### src/rtl/cordic_abs_fold.sv
// Folds a signed (x, y) pair into the first quadrant with saturating magnitudes, behind a 2-entry skid buffer.
// Define CORDIC_ABS_OCTANT_SWAP_EN to also exchange x/y so that x_out >= y_out (octant-0 fold).
module cordic_abs_fold #(
    parameter int DATA_WIDTH = 16,
    parameter int TAG_WIDTH  = 4
) (
    input  logic                  clk,
    input  logic                  rst_n,
    input  logic                  in_valid,
    output logic                  in_ready,
    input  logic [DATA_WIDTH-1:0] x_in,
    input  logic [DATA_WIDTH-1:0] y_in,
    input  logic [TAG_WIDTH-1:0]  tag_in,
    output logic                  out_valid,
    input  logic                  out_ready,
    output logic [DATA_WIDTH-1:0] x_out,
    output logic [DATA_WIDTH-1:0] y_out,
    output logic                  x_neg,
    output logic                  y_neg,
    output logic                  sat,
    output logic                  swap,
    output logic [TAG_WIDTH-1:0]  tag_out
);

    localparam int RW = 2 * DATA_WIDTH + 4 + TAG_WIDTH;
    localparam logic [DATA_WIDTH-1:0] MIN_C = {1'b1, {(DATA_WIDTH-1){1'b0}}};
    localparam logic [DATA_WIDTH-1:0] MAX_C = {1'b0, {(DATA_WIDTH-1){1'b1}}};

    typedef enum logic [1:0] {
        EMPTY = 2'd0,
        ONE   = 2'd1,
        TWO   = 2'd2
    } state_t;

    // Returns {sat, neg, mag}; the most-negative code has no positive twin, so it clamps.
    function automatic logic [DATA_WIDTH+1:0] fold_abs(input logic [DATA_WIDTH-1:0] v);
        logic [DATA_WIDTH-1:0] mag;
        logic                  clamp;
        if (v == MIN_C) begin
            mag   = MAX_C;
            clamp = 1'b1;
        end else if (v[DATA_WIDTH-1]) begin
            mag   = {DATA_WIDTH{1'b0}} - v;
            clamp = 1'b0;
        end else begin
            mag   = v;
            clamp = 1'b0;
        end
        return {clamp, v[DATA_WIDTH-1], mag};
    endfunction

    state_t                state_r;
    logic [RW-1:0]         main_r;
    logic [RW-1:0]         skid_r;
    logic                  out_valid_r;
    logic                  in_ready_r;
    logic [DATA_WIDTH+1:0] x_f_s;
    logic [DATA_WIDTH+1:0] y_f_s;
    logic [DATA_WIDTH-1:0] x_mag_s;
    logic [DATA_WIDTH-1:0] y_mag_s;
    logic                  swap_s;
    logic [RW-1:0]         result_s;
    logic                  in_xfer_s;
    logic                  out_xfer_s;

    assign in_xfer_s  = in_valid && in_ready_r;
    assign out_xfer_s = out_valid_r && out_ready;

    // Fold the incoming pair and pack it into one result word.
    always_comb begin
        x_f_s   = fold_abs(x_in);
        y_f_s   = fold_abs(y_in);
        x_mag_s = x_f_s[DATA_WIDTH-1:0];
        y_mag_s = y_f_s[DATA_WIDTH-1:0];
        swap_s  = 1'b0;
`ifdef CORDIC_ABS_OCTANT_SWAP_EN
        if (y_f_s[DATA_WIDTH-1:0] > x_f_s[DATA_WIDTH-1:0]) begin
            x_mag_s = y_f_s[DATA_WIDTH-1:0];
            y_mag_s = x_f_s[DATA_WIDTH-1:0];
            swap_s  = 1'b1;
        end else begin
            swap_s  = 1'b0;
        end
`endif
        result_s = {x_mag_s, y_mag_s, x_f_s[DATA_WIDTH], y_f_s[DATA_WIDTH],
                    x_f_s[DATA_WIDTH+1] | y_f_s[DATA_WIDTH+1], swap_s, tag_in};
    end

    // Skid-buffer control; in_ready_r is registered so it never depends combinationally on out_ready.
    always_ff @(posedge clk or negedge rst_n) begin
        if (!rst_n) begin
            state_r     <= EMPTY;
            main_r      <= {RW{1'b0}};
            skid_r      <= {RW{1'b0}};
            out_valid_r <= 1'b0;
            in_ready_r  <= 1'b0;
        end else begin
            case (state_r)
                EMPTY: begin
                    if (in_xfer_s) begin
                        main_r      <= result_s;
                        state_r     <= ONE;
                        out_valid_r <= 1'b1;
                    end else begin
                        out_valid_r <= 1'b0;
                    end
                    in_ready_r <= 1'b1;
                end
                ONE: begin
                    if (in_xfer_s && !out_xfer_s) begin
                        skid_r     <= result_s;
                        state_r    <= TWO;
                        in_ready_r <= 1'b0;
                    end else if (out_xfer_s && !in_xfer_s) begin
                        state_r     <= EMPTY;
                        out_valid_r <= 1'b0;
                        in_ready_r  <= 1'b1;
                    end else if (in_xfer_s) begin
                        main_r     <= result_s;
                        in_ready_r <= 1'b1;
                    end else begin
                        in_ready_r <= 1'b1;
                    end
                end
                TWO: begin
                    if (out_xfer_s) begin
                        main_r     <= skid_r;
                        state_r    <= ONE;
                        in_ready_r <= 1'b1;
                    end else begin
                        in_ready_r <= 1'b0;
                    end
                end
                default: begin
                    state_r     <= EMPTY;
                    out_valid_r <= 1'b0;
                    in_ready_r  <= 1'b1;
                end
            endcase
        end
    end

    assign out_valid = out_valid_r;
    assign in_ready  = in_ready_r;
    assign x_out     = main_r[RW-1 -: DATA_WIDTH];
    assign y_out     = main_r[RW-DATA_WIDTH-1 -: DATA_WIDTH];
    assign x_neg     = main_r[TAG_WIDTH+3];
    assign y_neg     = main_r[TAG_WIDTH+2];
    assign sat       = main_r[TAG_WIDTH+1];
    assign swap      = main_r[TAG_WIDTH];
    assign tag_out   = main_r[TAG_WIDTH-1:0];

endmodule

### config.mk
export PLATFORM = sky130hd
export DESIGN_NAME = cordic_abs_fold
export DESIGN_NICKNAME = d
export VERILOG_FILES = /design/src/rtl/cordic_abs_fold.sv
export SDC_FILE = /design/constraint.sdc
export NUM_CORES = 1
export LEC_CHECK = 0
export ABC_CLOCK_PERIOD_IN_PS = 2230
export CAP_MARGIN = 10
export CORE_MARGIN = 4
export CORE_UTILIZATION = 54
export CTS_BUF_LIST = sky130_fd_sc_hd__clkbuf_8
export DETAILED_ROUTE_END_ITERATION = 6
export GPL_TIMING_DRIVEN = 0
export PLACE_DENSITY = 0.81
export REMOVE_ABC_BUFFERS = 1
export SKIP_LAST_GASP = 1
export SLEW_MARGIN = 30
export SYNTH_ARGS = -nofsm -noshare
export SYNTH_HDL_FRONTEND = slang
export SYNTH_SLANG_ARGS = --single-unit
### constraint.sdc
create_clock -name clk -period 2.23 [get_ports clk]
set_input_delay 0.446 -clock clk [delete_from_list [all_inputs] [get_ports clk]]
set_output_delay 0.446 -clock clk [all_outputs]
set_load 0.01 [all_outputs]
==> flow_summary_export.csv, run 1 <==
group,metric,value,unit
worst_setup_path,critical_path_arrival,2.46,ns
layout,drive_above_1_share,0.132,
clock_tree,cts_made_buffers,9,
pwr,powerDensity,1170,mW/mm^2
die,die_x,98.0,um
run_status,status,"complete, no violations",
drt,antenna_left,0,
place,pre_cts_slack,-1.13,ns
worst_setup_path,worstSetupStartpointType,"flop",
clock_tree,cts_sinks,82,
timing,max_freq,455,MHz
timing,finClkSkew,0.0108,ns
die,start_util,0.560,
layout,n_antenna_cell,0,
layout,area_growth,34.9,%
synthesis,synth_warnings,0,
synthesis,synthArstFlopShare,1.00,
hold_path,hp-class,"flop to flop",
synthesis,netlist_area,0.00437,mm^2
global_routing,grt_first_pass_wirelength,20300,um
timing,setup_viol,0,
timing,worst_pin_slew,0.594,ns
worst_setup_path,worstSetupPathType,"flop to flop",
worst_setup_path,cp.required,2.49,ns
drt,drt_iter0_drc,371,
clock_tree,h-tree-depth,3,
drt,vias,4199,
synthesis,ys_seq_area_frac,0.470,
die,die_area,0.00960,mm^2
timing,relSlewSlack,0.602,
die,ioPinCount,82,
place,placed_area,0.00530,mm^2
layout,nets,633,
place,portBuffers,80,
place,routabilityCongestion,0.882,
clock_tree,cts_tree,"built",
die,core,0.00781,mm^2
worst_setup_path,cp-end-kind,"flop",
clock_tree,clockBufferDepth,2,
pwr,peakVddDrop,0.000759,V
clock_tree,clk_pin_slew,0.09,ns
place,dp_hpwl,7710,um
timing,finalCritPeriodShare,0.985,
layout,multi_input_area,0.00230,mm^2
place,dp_cells,651,
layout,n_fill_cell,530,
layout,finalNonFillerCells,691,
layout,post-route-util,0.755,
pwr,power_leakage,2.52,nW
global_routing,track_usage,0.260,
global_routing,overflow,0,
layout,seq_area,0.00205,mm^2
timing,worst_hold_slack,0.477,ns
synthesis,synth-seq-cells,82,
worst_setup_path,critPathMaxFanout,7,
timing,maxSlewViolCount,0,
die,die_h,98.0,um
drt,drt-pass1-iter-count,5,
clock_tree,cts_root_buffer,"clkbuf_8",
drt,wl_per_cell,18.6,um
layout,final_area,0.00590,mm^2
synthesis,synth_edf_count,0,
global_routing,grt_max_degree,61,
drt,drc,0,
synthesis,yosys_most_used_dff,"dfrtp_1",
timing,fin_ws,0.0341,ns
global_routing,grt_pass1_vias,4081,
drt,routed_wl,12900,um
global_routing,antenna_found_initial,0,
synthesis,postSynthCellCount,494,
clock_tree,clkLatencyLatePin,0.35,ns
die,placementRows,32,
synthesis,synth_cell_types,50,
synthesis,avgSynthCellArea,8.85,um^2
job,maxCapViolCount,0,
timing,hold_viol,0,
drt,avgViaCountPerCell,6.08,
timing,fin_setup_tns,0,ns
pwr,totalPowerFinal,6.90,mW
timing,layout_min_cycle_time,2.20,ns
## layout make-up
type,count,share of cell area
repair buffers,106,0.191
well taps,102,0.0216
clock buffers,9,0.0210
repair inverters,1,0.000849
multi-input cells,371,0.390
clock inverters,6,0.0182
inverters,14,0.00955
flip-flops and latches,82,0.348
## flip-flops by register name (all words and copies together), names as in the netlist
register / cells
in_ready: 1
main_r: 39
out_valid: 1
skid_r: 39
state_r: 2
## final timing paths
path                       cells after the start  slack, ns          to        from
max                                           10       0.03   main_r[8]    in_ready
min                                            2       0.48  main_r[32]  main_r[32]
max reg2reg                                   10       0.03   main_r[8]    in_ready
min reg2reg                                    2       0.48  main_r[32]  main_r[32]
max in group asynchronous                      3       1.16  skid_r[16]       rst_n
min in group asynchronous                      2       0.52   main_r[7]       rst_n
## cells in the final DEF, fill, tap and decap left out, types with 12 or more instances in the layout
cell             instances
nor2_1                  40
a21oi_1                 20
o21ai_0                 57
dfrtp_1                 81
xnor2_1                 13
clkdlybuf4s50_1         72
inv_1                   14
nor3_1                  13
buf_4                   18
nand2_1                 88
nand3_1                 12
## Yosys cell counts (all sizes together), types with 6 or more instances
library cell,number,area [um^2]
nand2,93,349
dfrtp,82,2050
o21ai,64,320
nor2,41,156
a21oi,21,109
clkbuf,21,78.8
nor3,15,75.1
inv,14,52.6
nand3,14,70.1
xnor2,13,114
o211ai,9,67.6
xor2,9,78.8
buf,8,41.3
ha,8,100
nor4,8,108
a211oi,7,52.6
mux2i,6,60.1
nand2b,6,37.5
o22ai,6,37.5
o31ai,6,45.0
o41ai,6,86.3
## routing by layer
layer / track usage / wire [um] / part of all wire / up-vias
li1: - / - / - / 1920
met1: 0.347 / 5280 / 0.41 / 2064
met2: 0.430 / 6470 / 0.50 / 190
met3: 0.0414 / 819 / 0.064 / 25
met4: 0.0927 / 285 / 0.022 / 0
met5: 0 / 0 / 0 / -
## timing repair
item	CTS	global route
cloned	3	1
gates resized for setup	16	25
setup endpoints to repair	68	45
hold buffers	1	0
setup buffers	15	5
endpoints found under the hold margin	22	0
pin swaps	7	9
## kinds of logic (layout without fill, tap and decap cells)
kind of cell | after synthesis | after routing | share of synthesized area
fa+ha+maj | 8 | 8 | 0.0229
compound gates | 138 | 140 | 0.200
other cells | 1 | 1 | 0.000858
flops | 82 | 82 | 0.470
buf+inv | 43 | 136 | 0.0395
mux | 6 | 6 | 0.0137
xor+xnor | 22 | 22 | 0.0441
simple gates | 194 | 194 | 0.210
## critical path: stages, from the launching register on
cell and delay (ns):
dfrtp_1 0.43, nand2_2 0.12, inv_1 0.07, ha_2 0.22, o21ai_2 0.16, nand2b_2 0.14, buf_4 0.20, a21oi_4 0.22
buf_8 0.17, o21ai_0 0.14, o21ai_1 0.23
## power by group
group	switching, mW	leakage (nW)	total, mW	internal, mW
Combinational	1.60	1.40	3.06	1.46
Clock	0.536	0.120	1.27	0.734
Sequential	0.412	0.997	2.58	2.16
Total	2.55	2.52	6.90	4.36
Power figures use the tool's default switching activity.
==> run 2, diff against run 1 <==
--- a/config.mk
+++ b/config.mk
@@ -12,7 +12,7 @@
 export CTS_BUF_LIST = sky130_fd_sc_hd__clkbuf_8
 export DETAILED_ROUTE_END_ITERATION = 6
 export GPL_TIMING_DRIVEN = 0
-export PLACE_DENSITY = 0.81
+export PLACE_DENSITY = 0.82
 export REMOVE_ABC_BUFFERS = 1
 export SKIP_LAST_GASP = 1
 export SLEW_MARGIN = 30
==> run 2 against run 1 <==
  * Die area unchanged
  * Final cell count shrank 0.87%
  * Largest power group unchanged
  * Clock skew shrank 0.0024 ns
  * Sequential power is essentially flat
  * Total power shrank 4.2%
  * Setup slack better by 0.019 ns
  * Final area down 1.6%
  * Highest routed layer unchanged
==> flow_summary_export.csv, run 2 (synthesis results as in run 1) <==
group,metric,value,unit
run_status,status,"complete, no violations",
timing,fin_ws,0.0526,ns
worst_setup_path,worstSetupPathType,"input port to flop",
pwr,pwr-share-clk,0.157,
drt,drt-met1-wl,5110,um
pwr,peakVddDrop,0.000583,V
drt,vias,4174,
timing,fin_setup_tns,0,ns
layout,drive_above_1_share,0.111,
place,dp_hpwl,7610,um
drt,avgViaCountPerCell,6.09,
place,pre_cts_slack,-1.37,ns
layout,mostFrequentLayoutCells,"nand2_1 (90), dfrtp_1 (82), clkdlybuf4s50_1 (74), o21ai_0 (58), nor2_1 (40)",
hold_path,hp-class,"flop to flop",
drt,drt-pass1-iter-count,5,
drt,routed_wl,12200,um
timing,max_freq,459,MHz
die,placementRows,32,
pwr,comb_power_share,0.457,
global_routing,grt_first_pass_wirelength,19800,um
worst_setup_path,cp-end-kind,"flop",
layout,nets,626,
timing,finClkSkew,0.00838,ns
worst_setup_path,critical_path_arrival,2.45,ns
clock_tree,cts_root_buffer,"clkbuf_8",
drt,wl_met2,5930,um
global_routing,grt_pass1_vias,4090,
timing,maxSlewViolCount,0,
timing,setup_viol,0,
clock_tree,cts_sinks,82,
timing,finalCritPeriodShare,0.976,
place,portBuffers,80,
job,maxCapViolCount,0,
global_routing,track_usage,0.252,
pwr,seq_power_share,0.386,
drt,drt_iter0_drc,267,
timing,worst_hold_slack,0.484,ns
clock_tree,h-tree-depth,3,
pwr,internal-power,4.09,mW
timing,relSlewSlack,0.486,
worst_setup_path,cp_common_cell,"nor4_4",
drt,drc,0,
drt,top_layer,"met4",
global_routing,overflow,0,
timing,layout_min_cycle_time,2.18,ns
layout,n_antenna_cell,0,
worst_setup_path,critPathMaxFanout,11,
worst_setup_path,worstSetupStartpointType,"input port",
clock_tree,cts_made_buffers,9,
drt,antenna_left,0,
die,die_h,98.0,um
layout,area_growth,32.7,%
drt,wl_met3,918,um
pwr,powerDensity,1140,mW/mm^2
drt,wl_per_cell,17.9,um
worst_setup_path,cpMaxStageDelayCell,"clkdlybuf4s50_1",
pwr,p_switching,2.52,mW
pwr,power_leakage,2.45,nW
layout,final_common_cell,"nand2_1",
timing,hold_viol,0,
clock_tree,clockBufferDepth,2,
die,start_util,0.560,
place,routabilityCongestion,0.873,
global_routing,grt_max_degree,64,
worst_setup_path,crit_path_max_incr_delay,0.50,ns
pwr,switching_share,0.381,
worst_setup_path,crit_path_start,"y_in[5]",
die,core,0.00781,mm^2
timing,worst_pin_slew,0.770,ns
worst_setup_path,worstReg2RegStart,"out_valid",
die,die_x,98.0,um
die,ioPinCount,82,
clock_tree,clk_pin_slew,0.09,ns
worst_setup_path,cp.required,2.50,ns
layout,biggestRegsByFlops,"main_r (39), skid_r (39), state_r (2)",
worst_setup_path,crit_chain,"clkdlybuf4s50_1 > nor4_4 > nand4_1 > nor4_4 > buf_6 > o21ai_0 > a21oi_1",
die,die_area,0.00960,mm^2
global_routing,antenna_found_initial,0,
clock_tree,cts_tree,"built",
clock_tree,clkLatencyLatePin,0.35,ns
hold_path,hold_start,"skid_r[0]",
-- run 2: worst paths after layout --
kind / endpoint / slack, ns / cells past startpoint
setup / recovery: main_r[14] / 0.05 / 7
hold / removal: skid_r[0] / 0.48 / 2
setup reg to reg: main_r[29] / 0.06 / 10
hold reg to reg: skid_r[0] / 0.48 / 2
max in group asynchronous: skid_r[3] / 1.17 / 3
min in group asynchronous: main_r[39] / 0.50 / 2
-- run 2: layer usage --
| metal | vias up | track usage |
|---|---|---|
| met2 | 205 | 0.404 |
| li1 | 1907 | - |
| met5 | - | 0 |
| met1 | 2028 | 0.337 |
| met4 | 0 | 0.0969 |
| met3 | 34 | 0.0521 |
-- run 2: through the flow --
step                       util  total power [mW]  area, um^2  instances
final                     0.743              6.61        5800        685
after global routing      0.743              7.04        5800        685
after CTS                 0.732              6.47        5710        683
after detailed placement  0.678              5.24        5300        651
after global placement    0.663              5.03        5180        647
after floorplan               -              3.86        4250        465
-- run 2: power by group through the flow --
stage / clock network (mW) / logic, mW / registers [mW]
2_1_floorplan: 0 / 1.20 / 2.66
3_3_place_gp: 0 / 2.49 / 2.54
3_5_place_dp: 0 / 2.68 / 2.56
4_1_cts: 1.03 / 2.89 / 2.54
5_1_grt: 1.11 / 3.28 / 2.64
6_report: 1.04 / 3.02 / 2.55
-- run 2: repair_timing --
action                                  in CTS  in global routing
cloned                                       2                  1
endpoints found under the setup margin      66                 47
buffers inserted                            13                  1
hold buffers                                 1                  0
pin swaps                                    6                  7
gates resized for setup                     17                 14
hold endpoints to repair                    19                  0
-- run 2: final cells by class --
cell class	instances	area (um^2)
inverters	14	56.3
well taps	102	128
repair inverters	1	5.00
flip-flops and latches	82	2050
repair buffers	100	1100
fillers	560	2010
multi-input cells	370	2270
clock buffers	11	151
clock inverters	5	37.5
-- run 2: critical path, delay by kind of cell --
family          cells  cell delay, ns
compound gates      2            0.29
buf+inv             2            0.69
simple gates        3            1.02
==> run 3, diff against run 2 <==
--- a/config.mk
+++ b/config.mk
@@ -6,7 +6,7 @@
 export NUM_CORES = 1
 export LEC_CHECK = 0
 export ABC_CLOCK_PERIOD_IN_PS = 2230
-export CAP_MARGIN = 10
+export CAP_MARGIN = 20
 export CORE_MARGIN = 4
 export CORE_UTILIZATION = 54
 export CTS_BUF_LIST = sky130_fd_sc_hd__clkbuf_8
==> results of run 3 <==
Final layout, timing and power as in run 2 (identical DEF).
